==> src/rtl/event_sync_arb.sv <==
// Multi-channel async event capture: synchronise, edge-detect, latch pending, round-robin valid/ack.
// Define EVSYNC_AUTO_ACK_EN to ignore ack and emit one-cycle valid pulses per event.
module event_sync_arb #(
  parameter int CH          = 4,
  parameter int ID_W        = 2,
  parameter int SYNC_STAGES = 2
) (
  input  logic            clk,
  input  logic            reset,
  input  logic [CH-1:0]   sig,
  input  logic            ack,
  input  logic            clr_ovf,
  output logic            valid,
  output logic [ID_W-1:0] id,
  output logic [CH-1:0]   pending,
  output logic [CH-1:0]   overflow
);

  typedef enum logic {S_IDLE, S_HOLD} state_t;

  state_t          state_q, state_d;
  logic [CH-1:0]   sync_q [SYNC_STAGES];
  logic [CH-1:0]   prev_q;
  logic [CH-1:0]   edge_det;
  logic [CH-1:0]   gnt_vec;
  logic [ID_W-1:0] ptr_q;
  logic [ID_W-1:0] gnt_id;
  logic            gnt_found;
  logic            do_grant;
  logic            ack_eff;

`ifdef EVSYNC_AUTO_ACK_EN
  assign ack_eff = ack | 1'b1;
`else
  assign ack_eff = ack;
`endif

  function automatic logic [ID_W-1:0] rr_index(input logic [ID_W-1:0] base, input int step);
    return ID_W'((int'(base) + step) % CH);
  endfunction

  // Input synchroniser chain plus previous-sample stage
  always_ff @(posedge clk or posedge reset) begin
    if (reset) begin
      for (int s = 0; s < SYNC_STAGES; s++) sync_q[s] <= '0;
      prev_q <= '0;
    end else begin
      sync_q[0] <= sig;
      for (int s = 1; s < SYNC_STAGES; s++) sync_q[s] <= sync_q[s-1];
      prev_q <= sync_q[SYNC_STAGES-1];
    end
  end

  assign edge_det = sync_q[SYNC_STAGES-1] & ~prev_q;

  // First pending channel strictly after the last-granted one, wrapping
  always_comb begin
    gnt_found = 1'b0;
    gnt_id    = '0;
    for (int k = 1; k <= CH; k++) begin
      if (!gnt_found && pending[rr_index(ptr_q, k)]) begin
        gnt_found = 1'b1;
        gnt_id    = rr_index(ptr_q, k);
      end
    end
  end

  assign do_grant = gnt_found && ((state_q == S_IDLE) || ack_eff);
  assign gnt_vec  = do_grant ? (CH'(1) << gnt_id) : '0;

  always_ff @(posedge clk or posedge reset) begin
    if (reset) state_q <= S_IDLE;
    else       state_q <= state_d;
  end

  always_comb begin
    state_d = state_q;
    case (state_q)
      S_IDLE:  if (gnt_found) state_d = S_HOLD;
      S_HOLD:  if (ack_eff && !gnt_found) state_d = S_IDLE;
      default: state_d = S_IDLE;
    endcase
  end

  always_comb begin
    valid = (state_q == S_HOLD);
  end

  always_ff @(posedge clk or posedge reset) begin
    if (reset) begin
      id    <= '0;
      ptr_q <= ID_W'(CH - 1);
    end else if (do_grant) begin
      id    <= gnt_id;
      ptr_q <= gnt_id;
    end
  end

  // A fresh edge on the channel being granted re-arms it without counting as lost
  always_ff @(posedge clk or posedge reset) begin
    if (reset) begin
      pending  <= '0;
      overflow <= '0;
    end else begin
      pending  <= edge_det | (pending & ~gnt_vec);
      overflow <= (clr_ovf ? '0 : overflow) | (edge_det & pending & ~gnt_vec);
    end
  end

endmodule

==> config.mk <==
export PLATFORM = sky130hd
export DESIGN_NAME = event_sync_arb
export DESIGN_NICKNAME = d
export VERILOG_FILES = /design/src/rtl/event_sync_arb.sv
export SDC_FILE = /design/constraint.sdc
export NUM_CORES = 1
export LEC_CHECK = 0
export BUFFER_PORTS_ARGS = -buffer_cell sky130_fd_sc_hd__buf_2
export CAP_MARGIN = 30
export CORE_MARGIN = 2
export CORE_UTILIZATION = 55
export CTS_CLUSTER_DIAMETER = 120
export DETAILED_ROUTE_END_ITERATION = 16
export PLACE_DENSITY = 0.76
export SETUP_SLACK_MARGIN = 0.1
export SYNTH_ARGS = -nofsm -noshare
export SYNTH_HDL_FRONTEND = slang
export SYNTH_SLANG_ARGS = --single-unit
==> constraint.sdc <==
create_clock -name clk -period 3.5 [get_ports clk]
set_clock_uncertainty 0.05 [all_clocks]
set_input_delay 0.7 -clock clk [delete_from_list [all_inputs] [get_ports clk]]
set_output_delay 0.7 -clock clk [all_outputs]
set_load 0.1 [all_outputs]
==> metrics, run 1 <==
outcome completed; Min-Delay Path Class flip-flop to flip-flop; RSZ-0062 raised after global routing false; syn_area_per_cell 13.1 um^2; crit-path cells buf_2; # diodes 0; Num CTS Buffers 3; # DRC 0; Setup Crit Path Kind flip-flop to primary output; CP Capture Type primary output; sequential-to-total area share from yosys stat a little over two thirds; worst slew pin tran between 0.8 and 0.9 ns; Post-Synthesis Cell Area 902 um^2; largest net degree at the start of global routing 26; Die Y 44.5 um; count of cell types in the netlist 25; cell count after synthesis 69; post-synth top area cell dfrtp_1; PortBufs 18; initial antenna violation count 0; post-CTS sizing 0; Detailed Routing Iterations Pass 1 4; nets 100; DRT iter0 DRCs 10; root buffer cell clkbuf_4; Worst setup startpoint pending[3]; DRT antenna net count 0; clock-pin slew on the worst setup and hold paths 0.12 ns; first-pass GRT wire length 2.35 mm; H-tree depth 1; fin. max-slew vios 0; crit path DAT between 1 and 1.5 ns; hold buffer count at CTS 0; wire per inst approximately 13 um; top post-synthesis cells by area dfrtp_1, dfstp_2, nand2b_1, nor2_1, a32o_1; Starting Density about 59%; vias post-DR a little under 600; ratio of cells with drive above 1 in the final layout 29.7%; fmax a little under 500 MHz; final setup violation count 0; Mapped Nets 77; clock latency on the worst-skew pair 0.31 ns; Slew headroom 42.6%; delay-heaviest family, CP flip-flops; Reg-to-Reg Start ptr_q[0]; final hold vios 0; Tmin final 2.04 ns; area delta synth->final 15.5%; number of synthesized register bits 25; Total GRT Usage between 15 and 20%; die area around 2000 um^2; IO Count 19; YS warnings 0; hold_sp sync_q[7]; CTS tree done; gpl congestion around 0.78; GRT overflow 0; top cell type's share of synthesized area 63.8%; row cnt 14; Core Region ~1500 um^2; DIE WIDTH around 45 um; number of filler cells placed in the layout about 120; CP required 2.75 ns; crit-path max FO 7; clock buffer depth 2; clk sink count 25; DRT Wirelength 1.38 mm; vias per cell ~5.4; Post-CTS Setup Repair Bufs 0; vias in the first global route roughly 570; setup TNS 0 ns; MaxCap Viol Count 0; largest stage delay on the critical path around 0.50 ns; Worst Setup Start Kind flip-flop; slowest cell on the critical path dfrtp_1; Buf+Inv Stages, Crit Path 1; crit share post-route approximately 58%
## sequential cells by signal (all words and copies together) (netlist names)
signal    flops
valid         1
prev_q        4
sync_q        8
pending       4
id            2
ptr_q         2
overflow      4
## area by class of cell
| class | instances | area (um^2) | area share, % |
|---|---|---|---|
| clock buffer | 3 | 22.5 | 2.16 |
| sequential | 25 | 628 | 60.3 |
| clock inverter | 1 | 7.51 | 0.720 |
| timing repair buffer | 18 | 90.1 | 8.64 |
| multi-input combinational | 41 | 263 | 25.2 |
| tap | 16 | 20.0 | 1.92 |
| inverter | 3 | 11.3 | 1.08 |
## per-layer routing
metal	routed length [um]	share of wire, %	up-vias	GRT usage (%)
met1	616	45	274	22.6
met2	649	47	16	25.8
li1	-	-	287	-
met4	42	3.1	0	10.9
met3	68	4.9	5	2.45
met5	0	0	-	0
## cell usage after synthesis
cell       count
or2_2          1
a21oi_1        1
mux2i_1        1
o22a_1         1
a21o_1         2
a21o_2         1
a21boi_1       1
inv_1          3
a32o_1         2
nor4_1         1
o21ai_1        1
o2bb2ai_1      2
nand3_1        2
a211o_1        1
o22ai_1        1
nor2b_1        3
and3b_1        1
o21a_1         1
o31ai_1        2
nand2_1        3
dfrtp_1       23
nor2_1         7
nand2b_1       5
o21ai_2        1
dfstp_2        2
## layout by cell type, fill, tap and decap left out, drive strengths merged, types with 2 or more instances in the layout
master / Yosys / layout
o21ai: 2 / 2
nor2b: 3 / 3
nand2b: 5 / 5
inv: 3 / 3
o31ai: 2 / 2
clkbuf: 0 / 3
o2bb2ai: 2 / 2
nand2: 3 / 3
nand3: 2 / 2
a32o: 2 / 2
nor2: 7 / 7
dfrtp: 23 / 23
dfstp: 2 / 2
buf: 0 / 18
a21o: 3 / 3
## cell families after synthesis
kind of cell	Yosys count	share of synthesized area, %
flops	25	69.6
simple gates	23	13.2
compound gates	17	14.8
buf+inv	3	1.25
mux	1	1.11
## path summary, 6_finish.rpt
path	to	slack, ns	depth (start not counted)
setup / recovery	pending[3]	1.46	1
hold / removal	sync_q[3]	0.32	0
setup reg to reg	overflow[1]	1.84	5
hold reg to reg	sync_q[3]	0.32	0
max in group asynchronous	id[0]	2.39	2
min in group asynchronous	prev_q[0]	0.49	2
## through the flow
step	instances	setup WS (ns)	area, um^2	utilization [%]	hold slack [ns]
5_1_grt	107	1.41	1040	68.4	0.326
3_3_place_gp	103	1.85	1010	66.4	0.282
2_1_floorplan	69	1.43	902	-	0.281
4_1_cts	107	1.44	1040	68.4	0.323
3_5_place_dp	103	1.82	1010	66.4	0.286
6_report	107	1.46	1040	68.4	0.316
Power of run 1 is not shown: default switching activity piles up to over one toggle a cycle in this logic, so the estimate is an artifact.
==> run 2, diff against run 1 <==
Settings changed: ABC_AREA set to 1, CORE_ASPECT_RATIO set to 1.75, CORE_UTILIZATION 55 to 50, PLACE_DENSITY 0.76 to 0.7.
Clock period 3.5 ns to 1.74 ns, I/O delays scaled along.
==> run 2 against run 1 <==
The run now ends with negative setup slack left; synthesized cell count grew 110%; non-clock buffer count grew 15; via count grew 76%; core utilization shrank 1.9 points; setup slack lost 1.6 ns; critical path depth grew 9; global-route usage grew 2.0 points; design area grew 57%.
==> metrics, run 2 <==
crit share post-route 109%; most frequent cells in the layout nand2_1, dfrtp_1, buf_2; root buffer cell clkbuf_8; post-synth top area cell dfrtp_1; Reg-to-Reg End pending[3]; Total GRT Usage a little under a fifth; Setup Crit Path Kind flip-flop to flip-flop; DIE WIDTH roughly 42 um; H-tree depth 1; # DRC 0; crit-path max FO 7; Post-Synthesis Cell Area around 1300 um^2; MaxCap Viol Count 0; Largest Register sync_q; post-DP HPWL ~2.0 mm; ratio of cells with drive above 1 in the final layout 44.0%; cell count after synthesis 147; Slew headroom approximately two thirds; Async S/R FF share, synth 100%; Die Y between 70 and 80 um; clock buffer depth 2; PortBufs 18; top_reg_cell synth dfrtp_1; top cell type's share of synthesized area 44.9%; fmax around 530 MHz; FF-to-FF path depth 10; final setup violation count 12; post-layout instance area 1640 um^2; Worst Setup Start Kind flip-flop; number of synthesized register bits 25; most common cell in the netlist nand2_1; GRT overflow 0; final hold vios 0; top post-synthesis cells by area dfrtp_1, nand2_1, nand2_4, nand3_2, inv_1; clk sink count 25; Synth top cells by count nand2_1, dfrtp_1, inv_1, nand3_1, nand2_2; CP required 1.84 ns; Mapped Nets approximately 160; DRT antenna net count 0; Reg-to-Reg Start ptr_q[0]; number of flip-flops in the largest register 8; Core Region between 2000 and 2500 um^2; Tmin final between 1.5 and 2 ns; largest net degree at the start of global routing 26; worst setup margin -0.152 ns; area post-placement around 1500 um^2; die area between 3000 and 4000 um^2; Min-Delay Path Class primary input to asynchronous set/reset pin; nets 191; vias post-DR 1027; YS warnings 0; clock-pin slew on the worst setup and hold paths 0.07 ns; pre-CTS setup slack -0.0903 ns; CTS tree done; failing checks negative setup slack; most common cell after layout, fill and taps aside nand2_1; DRT Wirelength 2.63 mm; Detailed Routing Iterations Pass 1 4; IO Count 19; wire per inst about 13 um; first-pass GRT wire length around 4.3 mm; CP Capture Type flip-flop; vias in the first global route between 1000 and 1500; DRT iter0 DRCs 16; worst slew pin tran between 0.4 and 0.5 ns; Starting Density 52.1%; EDFF count, synth 0; count of cell types in the netlist 21; Num CTS Buffers 3; gpl congestion 0.888; sequential-to-total area share from yosys stat about half; setup slack, reg-to-reg -0.15 ns; RSZ-0062 raised after global routing true; outcome finished, violations left; vias per cell between 4 and 5; clock latency on the worst-skew pair 0.26 ns; fin. max-slew vios 0; row cnt 24; area delta synth->final 27.6%; syn_area_per_cell ~8.7 um^2; crit path DAT around 2 ns; initial antenna violation count 0; # diodes 0
[run 2: cell count changes in the layout (fill, tap and decap cells not counted), sizes merged, moves of 5 or more]
cell / delta
nand2: +68
buf: +15
inv: +14
nand3: +12
nand2b: -5
[run 2: kinds of logic after synthesis]
kind of cell | after synthesis | share of synthesized area (%)
flip-flops | 25 | 49.0
AO/OA/AOI/OAI | 3 | 1.66
buffers and inverters | 20 | 7.90
AND/OR/NAND/NOR | 99 | 41.5
[run 2: how the worst max path moves through the flow]
stage | from | endpoint | cells past startpoint
after floorplan | ptr_q[0] | pending[2] | 13
after global placement | ptr_q[0] | overflow[1] | 10
after detailed placement | ptr_q[0] | pending[1] | 11
after CTS | ptr_q[0] | overflow[1] | 10
after global routing | ptr_q[0] | overflow[3] | 10
final | ptr_q[0] | pending[3] | 10
[run 2: cell type report]
cell class,count,area [um^2]
fill,202,826
sequential,25,643
multi-input combinational,102,628
timing repair buffer,33,210
inverter,18,77.6
clock buffer,4,45.0
tap,26,32.5
[run 2: per-stage QoR]
step	std cells	util, %	hold slack, ns	setup TNS, ns
final	208	66.5	0.0727	-1.41
after global routing	208	66.5	0.112	-2.49
after CTS	205	63.2	0.0750	-0.663
after detailed placement	197	59.6	0.288	-0.592
after global placement	197	59.6	0.282	-0.260
after floorplan	147	-	0.281	0
[run 2: layer usage]
layer  track usage (%)  vias up  part of all wire, %
met5                 0        -                    0
met4              8.68        0                  3.1
met3              2.04        8                  1.9
met2              35.6       15                   58
met1              20.3      487                   37
li1                  -      517                    -
[run 2: worst max-delay path, cell delays in order (launching register included)]
cell and delay [ns]:
dfstp_2 0.63, clkinv_4 0.14, buf_4 0.16, nand2_1 0.07
nand3_1 0.09, nand2_2 0.14, nand4_1 0.15, nand3_2 0.16
nand3_2 0.10, nand2_1 0.07, nand2_1 0.05
[run 2: repair_timing]
| action | 4_1_cts | 5_1_grt |
|---|---|---|
| setup endpoints to repair | 12 | 13 |
| gates cloned | 0 | 0 |
| gates resized for setup | 5 | 16 |
| pin swaps | 5 | 8 |
| buffers inserted | 4 | 3 |
| hold buffers | 0 | 0 |
Power of run 2 is left out for the same reason.
==> run 3, diff against run 2 <==
Settings changed: ABC_AREA 1 to unset, CORE_ASPECT_RATIO 1.75 to unset, CORE_UTILIZATION 50 to 46, PLACE_DENSITY 0.7 to 0.68, SETUP_SLACK_MARGIN 0.1 to unset.
==> run 3 against run 2 <==
The run now ends clean; design area decreased by 33%; global-route usage decreased by 4.8 points; flip-flop and latch count unchanged; clock-buffer cell count unchanged; critical endpoint is now overflow[0]; via count decreased by 41%.
==> metrics, run 3 (synthesized netlist as in run 1, its figures left out) <==
most frequent cells in the layout dfrtp_1, buf_2, nor2_1; crit share post-route 96.5%; number of filler cells placed in the layout 163; CP required roughly 1.9 ns; MaxCap Viol Count 0; hold buffer count at CTS 0; Starting Density a little under half; CTS tree done; first-pass GRT wire length ~2.2 mm; DIE WIDTH between 40 and 50 um; met2 Track Usage GR between 20% and 30%; Slew headroom slightly below 70%; row cnt 16; area post-placement around 1000 um^2; die area about 2300 um^2; Total GRT Usage 14.1%; area delta synth->final 20.9%; vias per cell between 5 and 6; Tmin final between 1.5 and 2 ns; clock latency on the worst-skew pair approximately 0.30 ns; clock buffer depth 2; wire per inst 11.8 um; largest net degree at the start of global routing 26; Detailed Routing Iterations Pass 1 4; GRT overflow 0; post-DP HPWL between 1 and 1.5 mm; routing usage on met1 between 10% and 20%; DRT antenna net count 0; multi-input logic area 284 um^2; # DRC 0; clock-pin slew on the worst setup and hold paths between 0.1 and 0.15 ns; root buffer cell clkbuf_4; Largest Register sync_q; FF-to-FF path depth 5; DRT iter0 DRCs 7; DRT Wirelength 1.41 mm; crit-path max FO 6; fmax ~600 MHz; fin. max-slew vios 0; vias in the first global route around 550; Placed Cells incl. Taps 115; Reg-to-Reg End overflow[0]; Setup Crit Path Kind flip-flop to flip-flop; ratio of cells with drive above 1 in the final layout 37.0%; slowest cell on the critical path dfstp_2; setup TNS 0 ns; IO Count 19; final cell count without fillers between 100 and 150; crit path DAT roughly 1.8 ns; CP Capture Type flip-flop; PortBufs 18; setup slack, reg-to-reg a little over 0.06 ns; gpl congestion approximately 0.83; initial antenna violation count 0; largest stage delay on the critical path about 0.57 ns; crit-path cells and3b_1 -> a211o_1 -> o21ai_4 -> nand3_1 -> a32o_1; register area roughly 640 um^2; most common cell after layout, fill and taps aside dfrtp_1; number of flip-flops in the largest register 8; final setup violation count 0; H-tree depth 1; grt peak-use layer met2; final hold vios 0; clk sink count 25; Core Region about 1900 um^2; Reg-to-Reg Start ptr_q[0]; Min-Delay Path Class primary input to asynchronous set/reset pin; Die Y about 48 um; Num CTS Buffers 3; # diodes 0; Worst Setup Start Kind flip-flop; outcome completed; worst slew pin tran about 0.5 ns; nets 101; GRT met3 Usage approximately 3.3%; post-layout instance area 1090 um^2; vias post-DR slightly above 600
[run 3: metrics by stage]
step	hold WS (ns)	setup slack, ns	utilization, %
floorplan	0.281	0.0127	-
detailed placement	0.286	0.0628	54.9
finish	0.00659	0.0609	57.4
global placement	0.282	0.0986	54.9
global route	0.0183	-0.0313	57.4
CTS	0.00937	0.0424	56.3
[run 3: cell type report]
class	instances	area share [%]
repair buffers	19	8.94
clock buffers	4	2.41
flip-flops and latches	25	58.5
inverters	3	1.03
multi-input cells	41	26.0
well taps	27	3.10
[run 3: how the worst max path moves through the flow]
stage	cells after the start	slack [ns]	startpoint	to
global route	5	-0.03	ptr_q[1]	overflow[0]
CTS	5	0.04	ptr_q[0]	overflow[1]
finish	5	0.06	ptr_q[0]	overflow[0]
global placement	5	0.1	ptr_q[0]	overflow[0]
floorplan	5	0.01	pending[2]	overflow[1]
detailed placement	5	0.06	ptr_q[0]	overflow[1]
[run 3: layer usage]
| metal | part of all wire (%) | routed length, um |
|---|---|---|
| met1 | 43 | 612 |
| met2 | 52 | 727 |
| met3 | 3.4 | 48 |
| met4 | 1.4 | 20 |
| met5 | 0 | 0 |
[run 3: critical path, delay by kind of cell, from the launching register on]
family / cells / cell delay (ns)
simple gates: 2 / 0.32
flops: 1 / 0.57
compound gates: 3 / 0.64
[run 3: repair_timing]
item / in CTS / in global routing
endpoints found under the setup margin: 0 / 4
setup buffers: 0 / 0
resized for setup: 0 / 4
Power of run 3 is left out for the same reason.
